**config.mk**
```make
export PLATFORM = sky130hd
export DESIGN_NAME = mux16_rr_arbiter_flat
export DESIGN_NICKNAME = d
export VERILOG_FILES = /design/src/rtl/mux16_pkg.sv /design/src/rtl/mux16_rr_arbiter_if.sv /design/src/rtl/mux16_rr_arbiter_pick.sv /design/src/rtl/mux16_rr_arbiter.sv /design/src/flat_wrapper.sv
export SDC_FILE = /design/constraint.sdc
export NUM_CORES = 1
export LEC_CHECK = 0
export CORE_AREA = 2 2 231 233
export CTS_BUF_LIST = sky130_fd_sc_hd__clkbuf_16
export DETAILED_ROUTE_END_ITERATION = 10
export DIE_AREA = 0 0 233 235
export GPL_TIMING_DRIVEN = 0
export SLEW_MARGIN = 20
export SYNTH_ARGS = -nofsm -noshare
export SYNTH_HDL_FRONTEND = slang
export SYNTH_HIERARCHICAL = 1
export SYNTH_SLANG_ARGS = --single-unit
```
**constraint.sdc**
```tcl
create_clock -name clk -period 6.45 [get_ports clk]
set_input_delay 1.935 -clock clk [delete_from_list [all_inputs] [get_ports clk]]
set_output_delay 1.935 -clock clk [all_outputs]
set_load 0.01 [all_outputs]
```
**src/rtl/mux16_pkg.sv**
```systemverilog
// Shared constants, FSM state encoding and the word-extraction helper for the
// 16-way round-robin word arbiter.
package mux16_pkg;

    localparam int DATA_W   = 32;
    localparam int N_REQ    = 16;
    localparam int CARD_W   = 5;
    localparam int LOCK_MAX = 4;

    typedef enum logic {
        IDLE = 1'b0,
        HOLD = 1'b1
    } arb_state_e;

    // Requester 0 sits at the top of the packed bus, requester 15 at the bottom.
    function automatic logic [DATA_W-1:0] get_word(
        input logic [N_REQ*DATA_W-1:0] data,
        input logic [3:0]              idx
    );
        get_word = data[(N_REQ - 1 - int'(idx)) * DATA_W +: DATA_W];
    endfunction

endpackage

```
**src/rtl/mux16_rr_arbiter_if.sv**
```systemverilog
// Requester-side and consumer-side bus of the 16-way word arbiter.
// The req_lock lane exists only when MUX16_ARB_LOCK_EN is defined.
interface mux16_rr_arbiter_if;
    import mux16_pkg::*;

    logic [N_REQ-1:0]        req_valid;
    logic [N_REQ*DATA_W-1:0] req_data;
    logic [N_REQ-1:0]        req_ack;
    logic                    out_valid;
    logic                    out_ready;
    logic [DATA_W-1:0]       out_data;
    logic [CARD_W-1:0]       out_card;
    logic                    busy;
`ifdef MUX16_ARB_LOCK_EN
    logic [N_REQ-1:0]        req_lock;

    modport master (
        input  req_valid, req_data, req_lock, out_ready,
        output req_ack, out_valid, out_data, out_card, busy
    );
    modport slave (
        output req_valid, req_data, req_lock, out_ready,
        input  req_ack, out_valid, out_data, out_card, busy
    );
`else
    modport master (
        input  req_valid, req_data, out_ready,
        output req_ack, out_valid, out_data, out_card, busy
    );
    modport slave (
        output req_valid, req_data, out_ready,
        input  req_ack, out_valid, out_data, out_card, busy
    );
`endif
endinterface

```
**src/rtl/mux16_rr_arbiter_pick.sv**
```systemverilog
// rr_pick16: combinational rotating-priority search starting at ptr.
module rr_pick16
    import mux16_pkg::*;
(
    input  logic [N_REQ-1:0] req_valid,
    input  logic [3:0]       ptr,
    output logic [3:0]       grant_idx,
    output logic             any
);

    logic [3:0] idx_s;

    // Scan from the farthest slot back to ptr so the nearest valid slot wins last.
    always_comb begin
        grant_idx = 4'd0;
        idx_s     = 4'd0;
        for (int k = N_REQ - 1; k >= 0; k--) begin
            idx_s     = ptr + 4'(k);
            grant_idx = req_valid[idx_s] ? idx_s : grant_idx;
        end
        any = (req_valid != 16'h0000);
    end

endmodule

```
**src/rtl/mux16_rr_arbiter.sv**
```systemverilog
// Round-robin arbiter/sequencer for the shared 16-way 32-bit word selector.
// Optional sticky-lock regrant is enabled by defining MUX16_ARB_LOCK_EN.
module mux16_rr_arbiter
    import mux16_pkg::*;
(
    input logic                clk,
    input logic                rst_n,
    mux16_rr_arbiter_if.master bus
);

    arb_state_e          state_r;
    logic [3:0]          ptr_r;
    logic [N_REQ-1:0]    req_ack_r;
    logic                out_valid_r;
    logic [DATA_W-1:0]   out_data_r;
    logic [CARD_W-1:0]   out_card_r;
    logic                busy_r;

    logic [3:0]          grant_s;
    logic                any_s;
    logic [3:0]          sel_idx_s;
    logic                locked_s;

    rr_pick16 u_pick (
        .req_valid (bus.req_valid),
        .ptr       (ptr_r),
        .grant_idx (grant_s),
        .any       (any_s)
    );

`ifdef MUX16_ARB_LOCK_EN
    logic [2:0] lock_cnt_r;

    // A nonzero count means the held requester was locked when last granted.
    always_comb begin
        locked_s  = (lock_cnt_r != 3'd0) && (lock_cnt_r < 3'(LOCK_MAX))
                    && bus.req_valid[out_card_r[3:0]];
        sel_idx_s = locked_s ? out_card_r[3:0] : grant_s;
    end
`else
    // Pure round-robin: the picker's choice is always taken.
    always_comb begin
        locked_s  = 1'b0;
        sel_idx_s = grant_s;
    end
`endif

    // Two-state FSM with all outputs registered; HOLD never grants on its exit edge.
    always_ff @(posedge clk) begin
        if (!rst_n) begin
            state_r     <= IDLE;
            ptr_r       <= 4'd0;
            req_ack_r   <= 16'h0000;
            out_valid_r <= 1'b0;
            out_data_r  <= 32'h0000_0000;
            out_card_r  <= 5'd0;
            busy_r      <= 1'b0;
`ifdef MUX16_ARB_LOCK_EN
            lock_cnt_r  <= 3'd0;
`endif
        end else begin
            req_ack_r <= 16'h0000;
            case (state_r)
                IDLE: begin
                    if (any_s) begin
                        out_data_r           <= get_word(bus.req_data, sel_idx_s);
                        out_card_r           <= {1'b0, sel_idx_s};
                        out_valid_r          <= 1'b1;
                        busy_r               <= 1'b1;
                        req_ack_r[sel_idx_s] <= 1'b1;
                        state_r              <= HOLD;
                        if (!locked_s) begin
                            ptr_r <= grant_s + 4'd1;
                        end
`ifdef MUX16_ARB_LOCK_EN
                        if (locked_s) begin
                            lock_cnt_r <= lock_cnt_r + 3'd1;
                        end else begin
                            lock_cnt_r <= bus.req_lock[grant_s] ? 3'd1 : 3'd0;
                        end
`endif
                    end
                end
                HOLD: begin
                    if (bus.out_ready) begin
                        out_valid_r <= 1'b0;
                        busy_r      <= 1'b0;
                        state_r     <= IDLE;
                    end
                end
                default: begin
                    state_r     <= IDLE;
                    out_valid_r <= 1'b0;
                    busy_r      <= 1'b0;
                end
            endcase
        end
    end

    assign bus.req_ack   = req_ack_r;
    assign bus.out_valid = out_valid_r;
    assign bus.out_data  = out_data_r;
    assign bus.out_card  = out_card_r;
    assign bus.busy      = busy_r;

endmodule

```
**src/flat_wrapper.sv**
```systemverilog
// flat-port wrapper written by rule: the top's interface ports become plain ports
module mux16_rr_arbiter_flat import mux16_pkg::*;
  (clk, rst_n, bus_req_valid, bus_req_data, bus_out_ready, bus_req_ack, bus_out_valid, bus_out_data, bus_out_card, bus_busy);
  mux16_rr_arbiter_if bus_i ();
  input logic clk;
  input logic rst_n;
  input wire logic [$bits(bus_i.req_valid)-1:0] bus_req_valid;
  input wire logic [$bits(bus_i.req_data)-1:0] bus_req_data;
  input wire logic [$bits(bus_i.out_ready)-1:0] bus_out_ready;
  output wire logic [$bits(bus_i.req_ack)-1:0] bus_req_ack;
  output wire logic [$bits(bus_i.out_valid)-1:0] bus_out_valid;
  output wire logic [$bits(bus_i.out_data)-1:0] bus_out_data;
  output wire logic [$bits(bus_i.out_card)-1:0] bus_out_card;
  output wire logic [$bits(bus_i.busy)-1:0] bus_busy;
  assign bus_i.req_valid = bus_req_valid;
  assign bus_i.req_data = bus_req_data;
  assign bus_i.out_ready = bus_out_ready;
  assign bus_req_ack = bus_i.req_ack;
  assign bus_out_valid = bus_i.out_valid;
  assign bus_out_data = bus_i.out_data;
  assign bus_out_card = bus_i.out_card;
  assign bus_busy = bus_i.busy;
  mux16_rr_arbiter u_core (.clk(clk), .rst_n(rst_n), .bus(bus_i));
endmodule
```
==> results_dict.tcl <==
set metrics [dict create \
    slew_headroom_pct 34.6 \
    use_met1_pct 28.5 \
    place.gp.congestion 0.886 \
    cts_tree "built" \
    setup_violations 0 \
    async_flop_share_pct 0 \
    path_max_fanout 10 \
    critPathRequiredTime_ns 6.67 \
    internal_power_mw 4.83 \
    clkPwrFrac_pct 5.8 \
    regToRegSetupSlack_ns 0.28 \
    final_nets 2010 \
    p_comb_share_pct 88.7 \
    syn-cell-area_sq_um 8370 \
    track_usage_pct 22.5 \
    top_usage_layer "met2" \
    pwr-share-seq_pct 5.5 \
    cap_violations 0 \
    post-route-min-period_ns 6.23 \
    power.leakage_nw 5.46 \
    utilization_pct 29.6 \
    ant_nets 0 \
    switching_power_mw 5.39 \
    std_cell_rows 84 \
    cts_made_buffers 9 \
    max_freq_mhz 160 \
    start_util_pct 16.0 \
    core_area_sq_um 52200 \
    start_kind "input port" \
    synth_fp_nets 1416 \
    synth_edf_count 0 \
    clk_pin_slew_worst_paths_ns 0.06 \
    fill_cells 5511 \
    first_pass_iters 5 \
    fin_skew_ns 0.0150 \
    ir_drop_v 0.000396 \
    hold_ws_ns 0.474 \
    antenna_found_initial 30 \
    synth-seq-cells 58 \
    die_h_um 235 \
    worstSkewPairLatency_ns 0.38 \
    drv_slew 0 \
    grt_overflow 0 \
    switching_share_pct 52.7 \
    grtUsageMet2_pct 39.0 \
    vias_per_cell 4.98 \
    grt_pass1_vias 10800 \
    wl_mm 63.5 \
    arrival_ns 6.45 \
    period_share_pct 96.6 \
    status "finished, final reports clean" \
    power.density_nw_per_um2 661 \
    ios 586 \
    vias 10800 \
    criticalPathCategory "input port to flop" \
    htree_levels 3 \
    worst_pin_slew_ns 0.981 \
    yosysWarningCount 6 \
    hold_viol 0 \
    synth_cell_types 71 \
    port_buffers 583 \
    initialDrtViolationCount 956 \
    cts_buffer_depth 2 \
    grt_pass1_wl_mm 85.8 \
    drc 0 \
    wl_per_cell_um 29.3 \
    cts_setup_buffers 0 \
    ys.flop_type "dfxtp_1" \
    cts-root-buf "clkbuf_16" \
    grt_max_degree 12 \
    die_x_um 233 \
    clock-sinks 58 \
    syn_inst 874 \
    drive_gt1_share_pct 15.7 \
    dp_hpwl_mm 53.6 \
    die_area_sq_um 54800 \
    total_power_mw 10.2 \
    hp-class "flop to flop" \
    use_met3_pct 4.83 \
    yosysSeqAreaShare_pct 13.9 \
    cp-end-kind "flop" \
    area_growth_pct 84.8 \
    setup_total_negative_slack_ns 0 \
    syn_area_per_cell_sq_um 9.57 \
]
[power groups by stage]
| stage | Combinational [mW] | Sequential, mW | Clock, mW |
|---|---|---|---|
| floorplan | 5.83 | 0.602 | 0 |
| global placement | 8.89 | 0.563 | 0 |
| detailed placement | 8.91 | 0.564 | 0 |
| CTS | 8.97 | 0.559 | 0.611 |
| global route | 9.55 | 0.574 | 0.619 |
| finish | 9.06 | 0.562 | 0.593 |
[placed cells by master, fill, tap and decap left out, types with 9 or more instances in the layout]
cell,synthesis,layout
clkbuf_1,26,20
inv_1,9,10
clkdlybuf4s50_1,0,583
mux2i_1,131,130
a221oi_1,33,32
mux2_2,49,49
nor2_1,53,53
buf_6,14,14
o21ai_0,57,57
o21ai_1,33,33
a41oi_1,21,21
a21oi_1,48,48
dfxtp_1,58,58
buf_4,18,18
buf_2,21,19
nand2_1,67,67
a31oi_1,14,13
clkbuf_16,0,9
ha_1,11,11
mux4_2,84,84
[Yosys cell counts (3+ instances only)]
library cell	count	share of area, %
xnor2_1	5	0.52
o2111ai_1	3	0.31
nand3_1	8	0.48
a21o_1	3	0.27
clkbuf_1	26	1.2
xor2_1	3	0.31
a21boi_0	8	0.72
nor4_1	4	0.30
buf_6	14	1.9
mux4_2	84	23
nand2b_1	3	0.22
nand4_1	3	0.22
o21ai_1	33	2.0
a211oi_1	3	0.27
mux2_2	49	6.6
nor2b_1	4	0.30
nor2_1	53	2.4
a41oi_1	21	2.2
o22ai_1	4	0.30
nor3_1	8	0.48
inv_1	9	0.40
o221a_2	3	0.40
a21oi_1	48	2.9
buf_4	18	1.6
and2_1	5	0.37
buf_2	21	1.3
o211a_1	4	0.48
nand2_1	67	3.0
clkinv_1	3	0.13
o21ai_0	57	3.4
o211ai_1	4	0.36
mux2i_1	131	16
dfxtp_1	58	14
ha_1	11	1.6
mux4_1	5	1.6
a31oi_1	14	1.0
nand3b_1	4	0.36
a221oi_1	33	3.5
[per-layer routing]
| layer | vias to the layer above | share of wire (%) |
|---|---|---|
| li1 | 4675 | - |
| met1 | 5338 | 41 |
| met2 | 645 | 49 |
| met3 | 98 | 7.7 |
| met4 | 16 | 1.9 |
| met5 | - | 0.16 |
[worst paths after layout]
path / cells after the start / to / from
setup / recovery: 13 / u_core/bus.out_data[4] / bus_req_valid[7]
hold / removal: 2 / u_core/bus.out_card[2] / u_core/bus.out_card[2]
setup reg to reg: 20 / u_core/bus.out_data[30] / u_core/ptr_r[1]
hold reg to reg: 2 / u_core/bus.out_card[2] / u_core/bus.out_card[2]
[what timing repair did]
action / CTS / global route
setup endpoints to repair: 52 / 37
resized for setup: 8 / 9
hold buffers: 0 / 0
pin swaps: 0 / 1
hold endpoints to repair: 0 / 0
cloned: 0 / 0
[through the flow]
| stage | instance area [sq um] | setup slack (ns) | std cells |
|---|---|---|---|
| 5_1_grt | 15500 | -0.000842 | 2164 |
| 3_5_place_dp | 15100 | -0.890 | 2145 |
| 6_report | 15500 | 0.218 | 2165 |
| 2_1_floorplan | 8370 | 1.29 | 874 |
| 3_3_place_gp | 15100 | -0.797 | 2145 |
| 4_1_cts | 15400 | 0.0336 | 2161 |
[registers in the layout, indices dropped and copies added, names as in the netlist]
signal	flops
u_core/bus.out_data	32
u_core/bus.req_ack	16
u_core/bus.out_card	4
u_core/ptr_r	4
u_core/bus.busy	1
u_core/state_r	1
[cell type report]
class                   instances  area (sq um)  area share, %
diodes                          4          10.0         0.0647
multi-input cells             718          6650           43.0
plain buffers                  84           557           3.60
well taps                     688           861           5.57
clock inverters                 7           109          0.704
clock buffers                   9           225           1.46
repair buffers                583          5840           37.7
flip-flops and latches         58          1160           7.51
inverters                      14          52.6          0.340
[worst max-delay path, cell delays in order]
cell	delay [ns]
clkdlybuf4s50_1	0.50
mux4_1	0.69
mux4_2	0.64
clkinv_1	0.13
o2111ai_1	0.14
o21ai_1	0.22
a211oi_1	0.11
nor3_2	0.42
clkbuf_2	0.53
clkbuf_1	0.63
a221oi_1	0.20
o21ai_1	0.16
a41oi_1	0.13
[cells by family after synthesis]
logic type / after synthesis / share of synthesized area [%]
AO/OA/AOI/OAI: 257 / 20.3
XOR/XNOR: 10 / 1.23
adder cells (fa/ha/maj): 11 / 1.65
buffers and inverters: 98 / 7.10
flip-flops: 58 / 13.9
multiplexers: 271 / 46.8
other: 1 / 0.0448
AND/OR/NAND/NOR: 168 / 9.03
Note: power is estimated with default switching activity, not from simulation.
